### src/rtl/ram_bus_pkg.sv
// Shared constants, FSM state codes and request record for the RAMControl bus initiator.
package ram_bus_pkg;

  localparam int ADDR_W = 23;
  localparam int DATA_W = 16;

  localparam logic RAM_READ  = 1'b0;
  localparam logic RAM_WRITE = 1'b1;

  localparam logic [3:0] ST_RECOVER = 4'd0;
  localparam logic [3:0] ST_IDLE    = 4'd1;
  localparam logic [3:0] ST_FETCH   = 4'd2;
  localparam logic [3:0] ST_ISSUE   = 4'd3;
  localparam logic [3:0] ST_SETTLE  = 4'd4;
  localparam logic [3:0] ST_WAIT    = 4'd5;
  localparam logic [3:0] ST_DELIVER = 4'd6;
  localparam logic [3:0] ST_NEXT    = 4'd7;
  localparam logic [3:0] ST_DONE    = 4'd8;

  // Everything the controller sees for one access; held unchanged from latch until Ready.
  typedef struct packed {
    logic              instr;
    logic [ADDR_W-1:0] addr;
    logic [DATA_W-1:0] wdata;
  } ram_req_t;

  // Word addresses wrap modulo 2^ADDR_W so a burst runs straight across the top of memory.
  function automatic logic [ADDR_W-1:0] next_addr(input logic [ADDR_W-1:0] a);
    return a + ADDR_W'(1);
  endfunction

endpackage

### src/rtl/ram_timeout_cnt.sv
// Up-counter with synchronous clear; expire is high in the enabled cycle that completes `limit` counts.
module ram_timeout_cnt #(
  parameter int W = 7
) (
  input  logic         clk,
  input  logic         rst,
  input  logic         load,
  input  logic         en,
  input  logic [W-1:0] limit,
  output logic         expire
);

  logic [W-1:0] count;

  always_ff @(posedge clk or posedge rst) begin
    if (rst) begin
      count <= '0;
    end else if (load) begin
      count <= '0;
    end else if (en) begin
      count <= count + W'(1);
    end
  end

  assign expire = en && !load && (count == limit - W'(1));

endmodule

### src/rtl/ram_bus_master.sv
// Burst-to-single-word initiator for the RAMControl bus, one access outstanding at a time.
// Read words wait in DELIVER for rd_ready and write words are pulled in FETCH, so either side stalls the next latch.
module ram_bus_master
  import ram_bus_pkg::*;
#(
  parameter int LEN_W       = 16,
  parameter int TIMEOUT     = 64,
  parameter int RECOVER_CYC = 8
) (
  input  logic              clk,
  input  logic              rst,
  input  logic              cmd_valid,
  output logic              cmd_ready,
  input  logic              cmd_write,
  input  logic [ADDR_W-1:0] cmd_addr,
  input  logic [LEN_W-1:0]  cmd_len,
  input  logic [DATA_W-1:0] wr_data,
  input  logic              wr_valid,
  output logic              wr_ready,
  output logic [DATA_W-1:0] rd_data,
  output logic              rd_valid,
  input  logic              rd_ready,
  output logic              busy,
  output logic              done,
  output logic              err,
  output logic              ram_instruction,
  output logic              ram_latch,
  output logic [ADDR_W-1:0] ram_addr,
  output logic [DATA_W-1:0] ram_wdata,
  input  logic [DATA_W-1:0] ram_rdata,
  input  logic              ram_ready
);

  localparam int CNT_MAX = (TIMEOUT > RECOVER_CYC) ? TIMEOUT : RECOVER_CYC;
  localparam int CNT_W   = $clog2(CNT_MAX + 1);

  logic [3:0]        state;
  ram_req_t          req;
  logic [LEN_W-1:0]  remain;
  logic [DATA_W-1:0] rdata_q;
  logic              err_q;

  logic              cnt_load;
  logic              cnt_en;
  logic              cnt_expire;
  logic [CNT_W-1:0]  cnt_limit;

  // One counter serves both the post-reset quiet period and the Ready watchdog.
  assign cnt_load  = (state == ST_SETTLE);
  assign cnt_en    = (state == ST_RECOVER) || (state == ST_WAIT);
  assign cnt_limit = (state == ST_RECOVER) ? CNT_W'(RECOVER_CYC) : CNT_W'(TIMEOUT);

  ram_timeout_cnt #(
    .W(CNT_W)
  ) u_timeout_cnt (
    .clk    (clk),
    .rst    (rst),
    .load   (cnt_load),
    .en     (cnt_en),
    .limit  (cnt_limit),
    .expire (cnt_expire)
  );

  always_ff @(posedge clk or posedge rst) begin
    if (rst) begin
      state   <= ST_RECOVER;
      req     <= '0;
      remain  <= '0;
      rdata_q <= '0;
      err_q   <= 1'b0;
    end else begin
      case (state)
        ST_RECOVER: begin
          if (cnt_expire) state <= ST_IDLE;
        end
        ST_IDLE: begin
          if (cmd_valid) begin
            req.instr <= cmd_write;
            req.addr  <= cmd_addr;
            remain    <= cmd_len;
            err_q     <= 1'b0;
            if (cmd_len == '0)             state <= ST_DONE;
            else if (cmd_write == RAM_WRITE) state <= ST_FETCH;
            else                           state <= ST_ISSUE;
          end
        end
        ST_FETCH: begin
          if (wr_valid) begin
            req.wdata <= wr_data;
            state     <= ST_ISSUE;
          end
        end
        ST_ISSUE:  state <= ST_SETTLE;
        // Ready from the previous access may still be high here, so it is not looked at yet.
        ST_SETTLE: state <= ST_WAIT;
        ST_WAIT: begin
          if (ram_ready) begin
            if (req.instr == RAM_READ) begin
              rdata_q <= ram_rdata;
              state   <= ST_DELIVER;
            end else begin
              state <= ST_NEXT;
            end
          end else if (cnt_expire) begin
            err_q <= 1'b1;
            state <= ST_DONE;
          end
        end
        ST_DELIVER: begin
          if (rd_ready) state <= ST_NEXT;
        end
        ST_NEXT: begin
          remain   <= remain - LEN_W'(1);
          req.addr <= next_addr(req.addr);
          if (remain == LEN_W'(1))          state <= ST_DONE;
          else if (req.instr == RAM_WRITE) state <= ST_FETCH;
          else                             state <= ST_ISSUE;
        end
        ST_DONE: state <= ST_IDLE;
        default: state <= ST_RECOVER;
      endcase
    end
  end

  assign cmd_ready       = (state == ST_IDLE);
  assign wr_ready        = (state == ST_FETCH);
  assign rd_valid        = (state == ST_DELIVER);
  assign ram_latch       = (state == ST_ISSUE);
  assign done            = (state == ST_DONE);
  assign busy            = (state != ST_IDLE);
  assign err             = err_q;
  assign rd_data         = rdata_q;
  assign ram_addr        = req.addr;
  assign ram_instruction = req.instr;
  assign ram_wdata       = req.wdata;

endmodule

### config.mk
export PLATFORM = sky130hd
export DESIGN_NAME = ram_bus_master
export DESIGN_NICKNAME = d
export VERILOG_FILES = /design/src/rtl/ram_bus_pkg.sv /design/src/rtl/ram_timeout_cnt.sv /design/src/rtl/ram_bus_master.sv
export SDC_FILE = /design/constraint.sdc
export NUM_CORES = 1
export LEC_CHECK = 0
export ABC_AREA = 1
export BUFFER_PORTS_ARGS = -buffer_cell sky130_fd_sc_hd__buf_4
export CAP_MARGIN = 20
export CORE_UTILIZATION = 57
export DETAILED_ROUTE_END_ITERATION = 8
export GPL_ROUTABILITY_DRIVEN = 0
export PLACE_DENSITY_LB_ADDON = 0.25
export SYNTH_ARGS = -nofsm -noshare
export SYNTH_HDL_FRONTEND = slang
export SYNTH_HIERARCHICAL = 1
export SYNTH_SLANG_ARGS = --single-unit
### constraint.sdc
create_clock -name clk -period 3.4 [get_ports clk]
set_clock_uncertainty 0.2 [all_clocks]
set_input_delay 0 -clock clk [delete_from_list [all_inputs] [get_ports clk]]
set_output_delay 0 -clock clk [all_outputs]
set_load 0.01 [all_outputs]
==> out/results.tsv <==
stage	metric	value	unit
synth	number of instances in the synthesized netlist	671	
drt	DRC violations left	1	
placed_design	total half-perimeter wirelength after legalization and detailed placement	10100	um
critical_path	endpoint type of the worst setup path	flop	
critical_path	worst-path fanout max	5	
critical_path	Worst Setup Path Type	reg2reg	
critical_path	cell mode on critical path	sky130_fd_sc_hd__nand2_1	
drt	number of vias per cell	5.64	
synth	YS warnings	6	
critical_path	Register-to-Register Path Depth	17	
synth	share of the synthesized area in the top cell type	41.6	%
sta	min cycle time layout	3.25	ns
global_routing	pin count of the biggest net entering global routing	37	
clocking	Post CTS Setup Buffer Count	0	
status	run status	complete, but fails checks	
clocking	clock tree from TritonCTS	yes	
global_routing	total routing usage reported by global routing	42.9	%
synth	mean instance size in the synthesized netlist	7.54	um2
clocking	buffers from clock root to sink, at most	2	
die	number of placed I/O pins	141	
critical_path	startpoint of the most critical register-to-register path	state[3]$_DFFE_PP0P_	
finish	final std cells w/o fill	1034	
synth	Top FF cell, synth	sky130_fd_sc_hd__dfrtp_1	
finish	net total in the final layout	1003	
die	die height	96.2	um
critical_path	Worst path max stage delay	0.55	ns
power_and_ir_drop	Peak supply drop	474	uV
sta	total negative slack for setup checks	0	ns
synth	most area-hungry cell type in the Yosys netlist	sky130_fd_sc_hd__dfrtp_1	
synth	most repeated cell in the gate-level netlist after synthesis	sky130_fd_sc_hd__nand2_1	
clocking	TritonCTS Buffers	9	
synth	number of flops mapped to enable cells by yosys	0	
sta	setup repair after global routing missed its margin	false	
sta	Rel. slew slack	58.2	%
sta	PnR worst setup slack	0.150	ns
critical_path	Data required, critical path	3.45	ns
drt	detailed-routing iteration count for the pre-antenna-repair pass	8	
min_path	Hold/Removal Path Class	in2reg	
placed_design	instance count after placement with tap cells included	924	
synth	share of synthesized area occupied by flip-flops and latches	41.6	%
synth	post-synthesis async set-or-reset flop share	100	%
synth	Synth area leaders	sky130_fd_sc_hd__dfrtp_1, sky130_fd_sc_hd__nand2_1, sky130_fd_sc_hd__nor2_1	
sta	crit share post-route	95.6	%
finish	area added between synthesis and finish	46.3	%
placed_design	pre-CTS setup slack	0.795	ns
die	Die Area	9260	um2
critical_path	slowest library cell on the worst path	sky130_fd_sc_hd__dlygate4sd3_1	
critical_path	worst setup path end	state[1]$_DFFE_PP0P_	
drt	overall via count from detail_route	5834	
run	max cap viols	0	
sta	Fin. Hold Viols	0	
drt	post-DR wirelength/cell	17.6	um
die	effective utilization at floorplan	58.6	%
synth	total standard cell area after synthesis	5060	um2
finish	fraction of layout instances using a drive strength above 1	24.0	%
drt	remaining number of nets flagged by the antenna check after routing	0	
synth	Distinct cells, synth	37	
sta	max-slew violation total from the final report	0	
sta	final setup violation count	0	
finish	total of fill cells in the finished design	477	
drt	overall routed net length	18200	um
clocking	later-pin clock latency in the skew report	0.38	ns
critical_path	CP Cell Sequence	inv_1 > nand2_1 > nor3_2 > inv_1 > nand2_1 > a21oi_2 > nand3_1 > nor2_1 > nand2_1 > nor2_1 > inv_1 > nand3_1 > o21ai_1 > nor2_2 > nand2_1 > nand2_1 > dlygate4sd3_1	
critical_path	data arrival time of the critical path	3.30	ns
drt	Starting DRT DRC Count	428	
critical_path	Critical Path Start	state[3]$_DFFE_PP0P_	
placed_design	placed standard-cell area	6250	um2
synth	leading cell types by count after synthesis	sky130_fd_sc_hd__nand2_1, sky130_fd_sc_hd__nor2_1, sky130_fd_sc_hd__dfrtp_1, sky130_fd_sc_hd__nand3_1, sky130_fd_sc_hd__inv_1	
status	violations in the final reports	design-rule violations	
die	Site Rows	34	
clocking	number of H-tree levels	3	
global_routing	aggregate global routing overflow	0	
critical_path	element type at the critical path start	flop	
min_path	hold path start	cmd_valid	
die	horizontal die dimension	96.2	um
power_and_ir_drop	Pwr per Cell Area	757	nW/um2
die	floorplan core area	8640	um2
clocking	clock slew seen by the registers of the worst setup and hold paths	0.10	ns
power_and_ir_drop	leakage power	3.69	nW
clocking	clock sinks	84	
critical_path	worst flop-to-flop path endpoint	state[1]$_DFFE_PP0P_	
clocking	Clock Root Buffer	sky130_fd_sc_hd__clkbuf_8	
global_routing	antenna violations before repair	1	
placed_design	buffers added on ports	140	
sta	fmax	0.308	GHz
finish	Final Instance Area	7400	um2
critical_path	R2R Setup Slk	0.15	ns
global_routing	global-route wire length before repair	29400	um
sta	slew at the pin closest to its max-slew limit	0.626	ns
synth	synthesized flop and latch total	84	
global_routing	number of global-route vias before repair	5881	
[state kept, by name, summed over array words and instances (netlist names)]
| register | cells |
|---|---|
| u_timeout_cnt/count | 7 |
| rd_data | 16 |
| ram_addr | 23 |
| ram_instruction | 1 |
| state | 4 |
| remain | 16 |
| ram_wdata | 16 |
| err | 1 |
[kinds of logic after synthesis]
group                      after synthesis  synth area share [%]
xor gates and xnor gates                 6                  1.04
muxes                                   32                  8.61
and+or+nand+nor                        404                  34.2
buffers and inverters                   84                  6.88
other                                    1                0.0741
AOI/OAI and AO/OA                       55                  6.46
adders and majority gates                5                  1.24
DFF                                     84                  41.6
[worst min-delay path by stage]
stage,endpoint,cells after the start
final,err$_DFFE_PP0P_,6
after CTS,state[0]$_DFFE_PP0P_,6
after detailed placement,u_timeout_cnt/count[3]$_DFFE_PP0P_,2
after floorplan,u_timeout_cnt/count[0]$_DFFE_PP0P_,1
after global routing,ram_addr[14]$_DFFE_PP0P_,4
after global placement,u_timeout_cnt/count[3]$_DFFE_PP0P_,2
[cells in the final DEF, fill, tap and decap left out, types with 2 or more instances in the layout]
cell type / n
sky130_fd_sc_hd__clkinvlp_4: 3
sky130_fd_sc_hd__conb_1: 15
sky130_fd_sc_hd__nor2_2: 4
sky130_fd_sc_hd__nor2_1: 94
sky130_fd_sc_hd__nand2_1: 205
sky130_fd_sc_hd__nor3_2: 2
sky130_fd_sc_hd__mux2_2: 12
sky130_fd_sc_hd__nand4_1: 6
sky130_fd_sc_hd__nor3_1: 8
sky130_fd_sc_hd__a21oi_1: 12
sky130_fd_sc_hd__nand2_2: 3
sky130_fd_sc_hd__buf_4: 146
sky130_fd_sc_hd__inv_8: 4
sky130_fd_sc_hd__ha_1: 5
sky130_fd_sc_hd__nor2_4: 3
sky130_fd_sc_hd__inv_2: 7
sky130_fd_sc_hd__nand3_1: 65
sky130_fd_sc_hd__mux2_4: 20
sky130_fd_sc_hd__dfrtp_1: 82
sky130_fd_sc_hd__nand3b_1: 5
sky130_fd_sc_hd__inv_1: 62
sky130_fd_sc_hd__xor2_1: 5
sky130_fd_sc_hd__o211ai_1: 16
sky130_fd_sc_hd__clkbuf_8: 9
sky130_fd_sc_hd__o21ai_1: 3
sky130_fd_sc_hd__dfrtp_2: 2
sky130_fd_sc_hd__o21ai_0: 20
sky130_fd_sc_hd__or2_2: 2
sky130_fd_sc_hd__dlygate4sd3_1: 93
sky130_fd_sc_hd__nor4_1: 2
[where the power goes]
part / internal (mW) / switching, mW / leakage, nW
clock network: 0.286 / 0.442 / 0.0894
registers: 1.45 / 0.535 / 1.04
logic: 1.33 / 1.56 / 2.56
total: 3.07 / 2.53 / 3.69
[layout make-up]
class	instances	area, um2	area share, %
multi-input cells	517	2680	36.2
flip-flops and latches	84	2100	28.4
repair buffers	239	2030	27.4
inverters	69	259	3.50
well taps	108	135	1.83
clock buffers	9	124	1.67
clock inverters	7	67.6	0.913
diodes	1	2.50	0.0338
[routing by layer]
layer	GRT usage (%)	wire length [um]	share of wire [%]	vias to the layer above
li1	-	-	-	2651
met1	47.2	6450	35	2612
met2	67.1	8720	48	440
met3	18.5	1940	11	131
met4	28.5	1120	6.2	0
met5	2.98	0	0	-
[stage by stage]
stage | total power, mW | util, % | hold slack (ns)
CTS | 5.32 | 85.4 | 0.0483
global route | 5.98 | 85.7 | 0.208
detailed placement | 4.37 | 72.4 | -0.249
global placement | 4.24 | 72.4 | -0.252
floorplan | 3.38 | - | -0.397
finish | 5.61 | 85.7 | 0.146
[worst max-delay path: cells and delay by family, from the launching register on]
kind,cells,cell delay [ns]
simple gates,11,1.24
buf+inv,4,0.99
compound gates,2,0.25
flops,1,0.45
[what timing repair did]
| item | CTS | global route |
|---|---|---|
| gates resized for setup | 0 | 10 |
| endpoints found under the setup margin | 0 | 1 |
| hold buffers | 93 | 0 |
| endpoints found under the hold margin | 161 | 0 |
Power figures use the tool's default switching activity.
